**config.mk**
```make
export PLATFORM = sky130hd
export DESIGN_NAME = mostrador_sequencia
export DESIGN_NICKNAME = d
export VERILOG_FILES = /design/src/rtl/mostrador_sequencia.sv
export SDC_FILE = /design/constraint.sdc
export NUM_CORES = 1
export LEC_CHECK = 0
export CAP_MARGIN = 20
export CORE_ASPECT_RATIO = 0.7
export CORE_MARGIN = 2
export CORE_UTILIZATION = 42
export DETAILED_ROUTE_END_ITERATION = 6
export SLEW_MARGIN = 15
export SYNTH_ARGS = -nofsm -noshare
export SYNTH_HDL_FRONTEND = slang
export SYNTH_SLANG_ARGS = --single-unit
```
**constraint.sdc**
```tcl
create_clock -name clock -period 2.4 [get_ports clock]
set_input_delay 0.6 -clock clock [delete_from_list [all_inputs] [get_ports clock]]
set_output_delay 0.6 -clock clock [all_outputs]
set_load 0.05 [all_outputs]
```
**src/rtl/mostrador_sequencia.sv**
```systemverilog
// mostrador_sequencia: plays ROM entries 0..rodada on the LEDs,
// each lit for T_ON cycles then blanked for T_OFF cycles.
module mostrador_sequencia #(
  parameter int T_ON  = 1000,
  parameter int T_OFF = 500
) (
  input  logic       clock,
  input  logic       reset_n,
  input  logic       iniciar,
  input  logic       cancela,
  input  logic [3:0] rodada,
  output logic [3:0] endereco,
  input  logic [3:0] dado,
  output logic [3:0] leds,
  output logic       ocupado,
  output logic       pronto,
  output logic [2:0] db_estado
);

  typedef enum logic [2:0] {
    OCIOSO   = 3'd0,
    ENDERECA = 3'd1,
    CARREGA  = 3'd2,
    ACESO    = 3'd3,
    APAGADO  = 3'd4,
    FIM      = 3'd5
  } estado_t;

  localparam logic [15:0] ON_FIM  = 16'(T_ON - 1);
  localparam logic [15:0] OFF_FIM = 16'(T_OFF - 1);

  estado_t     estado;
  logic [15:0] timer;
  logic [3:0]  rodada_q;
  logic [3:0]  dado_q;

  // Sequencer: state, address, dwell timer and status flags
  always_ff @(posedge clock or negedge reset_n) begin
    if (!reset_n) begin
      estado   <= OCIOSO;
      endereco <= '0;
      timer    <= '0;
      rodada_q <= '0;
      dado_q   <= '0;
      ocupado  <= 1'b0;
      pronto   <= 1'b0;
    end else begin
      pronto <= 1'b0;
      if (cancela && estado != OCIOSO) begin
        estado  <= OCIOSO;
        timer   <= '0;
        ocupado <= 1'b0;
      end else begin
        case (estado)
          OCIOSO: begin
            if (iniciar && !cancela) begin
              rodada_q <= rodada;
              endereco <= '0;
              timer    <= '0;
              ocupado  <= 1'b1;
              estado   <= ENDERECA;
            end
          end
          ENDERECA: begin
            estado <= CARREGA;
          end
          CARREGA: begin
            dado_q <= dado;
            timer  <= '0;
            estado <= ACESO;
          end
          ACESO: begin
            if (timer == ON_FIM) begin
              timer  <= '0;
              estado <= APAGADO;
            end else begin
              timer <= timer + 16'd1;
            end
          end
          APAGADO: begin
            if (timer == OFF_FIM) begin
              timer <= '0;
              if (endereco == rodada_q) begin
                pronto <= 1'b1;
                estado <= FIM;
              end else begin
                endereco <= endereco + 4'd1;
                estado   <= ENDERECA;
              end
            end else begin
              timer <= timer + 16'd1;
            end
          end
          FIM: begin
            ocupado <= 1'b0;
            estado  <= OCIOSO;
          end
          default: begin
            timer   <= '0;
            ocupado <= 1'b0;
            estado  <= OCIOSO;
          end
        endcase
      end
    end
  end

  // LEDs lit only while the entry is being shown
  always_comb begin
    leds = '0;
    if (estado == ACESO) leds = dado_q;
  end

  assign db_estado = estado;

endmodule

```
Word level (Yosys, flattened, before mapping) --
Index checks and enable logic that the tools add are counted.
Storage, ports and cells: bits in registers 33, input port bits 12, output and inout port bits 13, logic and storage cells 63
Cells by class: $add $sub $neg 2, equality and inequality tests 16, multiplexer cells 23, bitwise logic cells 1, reductions and logical operators 14
Operator list (count):
- 16-bit two-way mux | 4
- 16-bit case mux with 4 select lines | 1
- 16-bit by 1-bit adder with 16-bit output (second input constant) | 1
- 16-bit by 10-bit == test with 1-bit output (second input constant) | 1
- 16-bit by 9-bit == test with 1-bit output (second input constant) | 1
- 4-bit two-way mux | 4
- 3-bit two-way mux | 5
- 3-bit case mux with 5 select lines | 1
- 3-bit != test (second input constant) | 3
- 4-bit case mux with 2 select lines | 1
- 3-bit by 2-bit == test with 1-bit output (second input constant) | 2
- 3-bit == test (second input constant) | 2
- 1-bit two-way mux | 6
- 2-bit != test (second input constant) | 3
- 2-bit AND reduction | 3
- 3-bit AND reduction | 2
- 5-bit AND reduction | 1
- 4-bit by 1-bit adder with 4-bit output (second input constant) | 1
- 4-bit == test | 1
- 2-bit by 1-bit != test with 1-bit output (second input constant) | 2
- 4-bit OR reduction | 1
- 3-bit by 1-bit == test with 1-bit output (second input constant) | 1
- 3-bit zero test | 1
- 3-bit nonzero test | 1
- other kinds (6) | 7

Logic depth before layout (Yosys ltp) --
Gate-level depths: netlist of run 1.
depth after elaboration 5, depth in mapped cells 7, mapped depth without buffers 6

Worst setup path before layout of run 1 --
Ideal clock, no wire load.
path kind flip-flop to output port, from reg estado[0] (netlist: db_estado[0]), to out leds[0], arrival time 1.518 ns, data required time 1.800 ns, setup slack 0.282 ns, stages on the path, launching flop included 5, buffers on the path 1, cell sequence dfrtp_1 > buf_6 > nand2_1 > nor2_1 > and2_1
Between the ends: word-level cells in the longest chain between the ends 2
Ends and longest elaborated chain:
- start, declared | line 32 | estado_t estado;
- start signal, assigned | line 40 | estado <= OCIOSO;
- start signal, assigned | line 50 | estado <= OCIOSO;
- start signal, assigned | line 61 | estado <= ENDERECA;
- 3-bit by 2-bit == test with 1-bit output | line 111 | if (estado == ACESO) leds = dado_q;
- 4-bit two-way mux | line 111
- end, declared | line 14 | output logic [3:0] leds,
Every way passes these cells.

Worst setup path in the final report of run 1 --
from reg estado[0] (netlist: db_estado[0]), to out db_estado[0]
RTL lines:
- end, declared | line 17 | output logic [2:0] db_estado
No word-level cell between the ends.

==> impl_metrics.prom, run 1 <==
# TYPE chip_impl_metric gauge
chip_impl_info{name="outcome",value="completed"} 1
chip_impl_metric{name="layout_min_cycle_time",unit="ps"} 2290
chip_impl_metric{name="synth-seq-area-share",unit="%"} 44.7
chip_impl_info{name="dominantRegCellSynth",value="sky130_fd_sc_hd__dfrtp_1"} 1
chip_impl_metric{name="post_dr_wirelength_cell",unit="µm"} 15.4
chip_impl_metric{name="vertical_die_dimension",unit="µm"} 59.5
chip_impl_metric{name="route.detailed.drc",unit=""} 0
chip_impl_info{name="cts_tree",value="built"} 1
chip_impl_metric{name="total_of_endpoints_with_negative_setup_slack_in_the_final_report",unit=""} 0
chip_impl_metric{name="num_io_pins",unit=""} 25
chip_impl_metric{name="port-buffer-count",unit=""} 24
chip_impl_metric{name="drive_gt1_share",unit="%"} 20.8
chip_impl_metric{name="initial_core_util",unit="%"} 43.2
chip_impl_metric{name="layout.cells.non_filler",unit=""} 271
chip_impl_metric{name="die_area",unit="µm²"} 4950
chip_impl_metric{name="synthesis.yosys.warnings",unit=""} 0
chip_impl_metric{name="synth_enable_flop_cells",unit=""} 0
chip_impl_metric{name="grt-ovfl-total",unit=""} 0
chip_impl_info{name="worstSetupStartpointType",value="flip-flop"} 1
chip_impl_info{name="grt_setup_unrepaired",value="no"} 1
chip_impl_metric{name="grt_first_pass_wirelength",unit="mm"} 7.42
chip_impl_metric{name="timing.fmax",unit="GHz"} 0.437
chip_impl_metric{name="ir_worst_vdd",unit="V"} 0.000312
chip_impl_metric{name="insertion_delay",unit="ps"} 280
chip_impl_metric{name="cts-htree-levels",unit=""} 2
chip_impl_metric{name="fill_cells",unit=""} 363
chip_impl_info{name="critPathTopFamily",value="buffers and inverters"} 1
chip_impl_metric{name="worst_slew_margin_rel",unit="%"} 62.8
chip_impl_info{name="synth_largest_area_cell",value="sky130_fd_sc_hd__dfrtp_1"} 1
chip_impl_metric{name="cp_slowest_stage_delay",unit="ps"} 870
chip_impl_metric{name="hpwl",unit="mm"} 3.01
chip_impl_metric{name="die_width",unit="µm"} 83.3
chip_impl_metric{name="ys_seq_elements",unit=""} 33
chip_impl_metric{name="maxCapViolCount",unit=""} 0
chip_impl_metric{name="antenna_found_initial",unit=""} 0
chip_impl_metric{name="synthesis.area_per_instance",unit="µm²"} 10.3
chip_impl_metric{name="critical_path_required",unit="ps"} 1800
chip_impl_metric{name="wirelength",unit="mm"} 4.16
chip_impl_metric{name="power.static_leakage",unit="µW"} 0.000998
chip_impl_metric{name="final_nets",unit=""} 231
chip_impl_metric{name="cts_buffer_depth",unit=""} 2
chip_impl_metric{name="drt_first_pass_iters",unit=""} 4
chip_impl_metric{name="synth.top_cell.area_share",unit="%"} 44.7
chip_impl_info{name="endpoint_kind",value="output pin"} 1
chip_impl_metric{name="multi_input_area",unit="µm²"} 970
chip_impl_metric{name="grt_pass1_vias",unit=""} 1489
chip_impl_info{name="cts-root-buf",value="sky130_fd_sc_hd__clkbuf_8"} 1
chip_impl_metric{name="tritoncts.num_buffers",unit=""} 5
chip_impl_metric{name="power_density",unit="nW/µm²"} 613
chip_impl_metric{name="finished_core_util",unit="%"} 54.3
chip_impl_info{name="min_path_type",value="reg -> reg"} 1
chip_impl_metric{name="syn_area",unit="µm²"} 1850
chip_impl_metric{name="cts.sinks",unit=""} 33
chip_impl_metric{name="postRouteAntennaNets",unit=""} 0
chip_impl_metric{name="combined_buffer_and_inverter_count_along_the_critical_path",unit=""} 1
chip_impl_metric{name="final.setup.tns",unit="ps"} 0
chip_impl_metric{name="core",unit="µm²"} 4280
chip_impl_metric{name="path_max_fanout",unit=""} 10
chip_impl_metric{name="dr_total_vias",unit=""} 1536
chip_impl_info{name="crit_type",value="reg -> out"} 1
chip_impl_metric{name="grt_max_degree",unit=""} 34
chip_impl_metric{name="synthToLayoutAreaGrowth",unit="%"} 25.7
chip_impl_info{name="crit_chain",value="clkdlybuf4s50_1"} 1
chip_impl_metric{name="final_hold_vio_count",unit=""} 0
chip_impl_metric{name="path_clk_slew",unit="ps"} 70
chip_impl_metric{name="cell_count_after_placement",unit=""} 265
chip_impl_info{name="critical_path_s_slowest_cell",value="sky130_fd_sc_hd__clkdlybuf4s50_1"} 1
chip_impl_metric{name="syn_inst",unit=""} 180
chip_impl_metric{name="post-layout-total-power",unit="µW"} 1420
chip_impl_metric{name="yosysUniqueCellTypes",unit=""} 44
chip_impl_metric{name="std_cell_rows",unit=""} 20
chip_impl_info{name="post_synth_main_area_contributors",value="sky130_fd_sc_hd__dfrtp_1, sky130_fd_sc_hd__mux2_2, sky130_fd_sc_hd__xor2_1"} 1
chip_impl_metric{name="postSynthNetCount",unit=""} 194
chip_impl_metric{name="gp_routability_congestion",unit=""} 0.837
chip_impl_metric{name="worst-endpoint-arrival",unit="ps"} 1690
chip_impl_metric{name="worstMarginPinSlew",unit="ps"} 553
chip_impl_metric{name="diodes",unit=""} 0
chip_impl_metric{name="final.setup_skew",unit="ps"} 7.88
chip_impl_metric{name="report.final.slew_viol_count",unit=""} 0
chip_impl_metric{name="asyncSetResetFlopFracSynth",unit="%"} 100
chip_impl_metric{name="post_cts.repair.setup_buffers",unit=""} 0
chip_impl_metric{name="groute.usage.overall",unit="%"} 19.0
chip_impl_metric{name="routed_via_density",unit=""} 5.67
chip_impl_metric{name="sequential_cell_area",unit="µm²"} 826
chip_impl_metric{name="drt-initial-drc-count",unit=""} 124
chip_impl_metric{name="post-route-period-util",unit="%"} 95.4
-- through the flow --
step	area (µm²)	setup slack [ps]	hold slack [ps]
after floorplan	1850	282	304
after global placement	2250	66.8	478
after detailed placement	2250	0.0362	493
after CTS	2320	95.5	507
after global routing	2320	41.4	533
final	2320	110	503
-- kinds of logic (layout without fill, tap and decap cells) --
family | Yosys count | after routing | share of synthesized area (%)
AND/OR/NAND/NOR | 71 | 71 | 22.2
buffers and inverters | 10 | 46 | 2.91
flip-flops | 33 | 33 | 44.7
adder cells (fa/ha/maj) | 2 | 2 | 1.35
XOR/XNOR | 11 | 11 | 5.22
multiplexers | 9 | 9 | 5.42
AO/OA/AOI/OAI | 44 | 44 | 18.2
-- metal layers --
metal	track usage (%)	share of wire [%]	vias up
met3	5.29	4.5	5
met2	27.5	42	34
li1	-	-	736
met5	0	0	-
met4	5.39	0.79	0
met1	27.9	52	761
-- timing repair --
item,in CTS,in global routing
hold endpoints to repair,0,0
endpoints found under the setup margin,0,1
resized for setup,0,1
hold buffers,0,0
-- path summary, 6_finish.rpt --
kind	cells past startpoint	start	end	slack (ps)
min	1	timer[0]	timer[0]	500
max reg2reg	5	timer[13]	timer[12]	330
min reg2reg	1	timer[0]	timer[0]	500
max	1	db_estado[0]	db_estado[0]	110
max in group asynchronous	2	reset_n	endereco[0]	1360
min in group asynchronous	2	reset_n	timer[3]	730
-- power by group --
group | leakage (µW) | total, µW | switching, µW | internal, µW
Sequential | 0.000439 | 682 | 52.3 | 630
Clock | 0.0000399 | 387 | 196 | 191
Combinational | 0.000519 | 354 | 188 | 166
Total | 0.000998 | 1420 | 437 | 986
-- layout make-up --
| type | count | share of cell area [%] |
|---|---|---|
| clock inverters | 1 | 0.216 |
| well taps | 55 | 2.96 |
| clock buffers | 5 | 2.96 |
| inverters | 3 | 0.485 |
| multi-input cells | 137 | 41.8 |
| repair buffers | 37 | 16.1 |
| flip-flops and latches | 33 | 35.6 |
-- cell usage after synthesis (2+ instances only) --
library cell	count
sky130_fd_sc_hd__and3_1	6
sky130_fd_sc_hd__clkbuf_1	4
sky130_fd_sc_hd__or3_1	2
sky130_fd_sc_hd__a211oi_1	2
sky130_fd_sc_hd__o21ai_1	2
sky130_fd_sc_hd__a31oi_1	4
sky130_fd_sc_hd__inv_1	3
sky130_fd_sc_hd__nand3_1	3
sky130_fd_sc_hd__o21ai_0	7
sky130_fd_sc_hd__or2_2	2
sky130_fd_sc_hd__a21o_2	2
sky130_fd_sc_hd__and4_1	2
sky130_fd_sc_hd__and2_1	6
sky130_fd_sc_hd__xor2_1	10
sky130_fd_sc_hd__nor2_1	17
sky130_fd_sc_hd__mux2_2	8
sky130_fd_sc_hd__a22o_1	7
sky130_fd_sc_hd__nand4_1	3
sky130_fd_sc_hd__dfrtp_1	33
sky130_fd_sc_hd__nor2b_1	5
sky130_fd_sc_hd__nor4_1	3
sky130_fd_sc_hd__ha_1	2
sky130_fd_sc_hd__o2111ai_1	5
sky130_fd_sc_hd__buf_6	2
sky130_fd_sc_hd__o2bb2ai_1	5
sky130_fd_sc_hd__o31ai_1	2
sky130_fd_sc_hd__nand2_1	10
sky130_fd_sc_hd__a21oi_1	5
sky130_fd_sc_hd__nand2b_1	2
sky130_fd_sc_hd__nor3_1	2
-- cells in the final DEF (no fill, tap or decap), types with 6 or more instances in the layout --
| master | n |
|---|---|
| sky130_fd_sc_hd__dfrtp_1 | 33 |
| sky130_fd_sc_hd__clkdlybuf4s50_1 | 18 |
| sky130_fd_sc_hd__nand2_1 | 10 |
| sky130_fd_sc_hd__xor2_1 | 10 |
| sky130_fd_sc_hd__a22o_1 | 7 |
| sky130_fd_sc_hd__buf_4 | 15 |
| sky130_fd_sc_hd__mux2_2 | 8 |
| sky130_fd_sc_hd__nor2_1 | 16 |
| sky130_fd_sc_hd__o21ai_0 | 7 |
| sky130_fd_sc_hd__and2_1 | 6 |
| sky130_fd_sc_hd__and3_1 | 6 |
-- state kept, by name (all words and copies together), names as in the netlist --
| name | cells |
|---|---|
| ocupado | 1 |
| dado_q | 4 |
| timer | 16 |
| endereco | 4 |
| pronto | 1 |
| db_estado | 3 |
| rodada_q | 4 |
(Power assumes the default switching activity.)
==> inputs of run 2 (changes only) <==
--- a/config.mk
+++ b/config.mk
@@ -10,7 +10,7 @@
 export CORE_MARGIN = 2
 export CORE_UTILIZATION = 42
 export DETAILED_ROUTE_END_ITERATION = 6
-export SLEW_MARGIN = 15
+export SLEW_MARGIN = 20
 export SYNTH_ARGS = -nofsm -noshare
 export SYNTH_HDL_FRONTEND = slang
 export SYNTH_SLANG_ARGS = --single-unit
==> results of run 2 <==
No change in the layout: final DEF, timing and power equal those of run 1.
==> inputs of run 3 (changes only) <==
--- a/config.mk
+++ b/config.mk
@@ -5,7 +5,7 @@
 export SDC_FILE = /design/constraint.sdc
 export NUM_CORES = 1
 export LEC_CHECK = 0
-export CAP_MARGIN = 20
+export CAP_MARGIN = 15
 export CORE_ASPECT_RATIO = 0.7
 export CORE_MARGIN = 2
 export CORE_UTILIZATION = 42
==> results of run 3 <==
No change in the layout: final DEF, timing and power equal those of run 1.
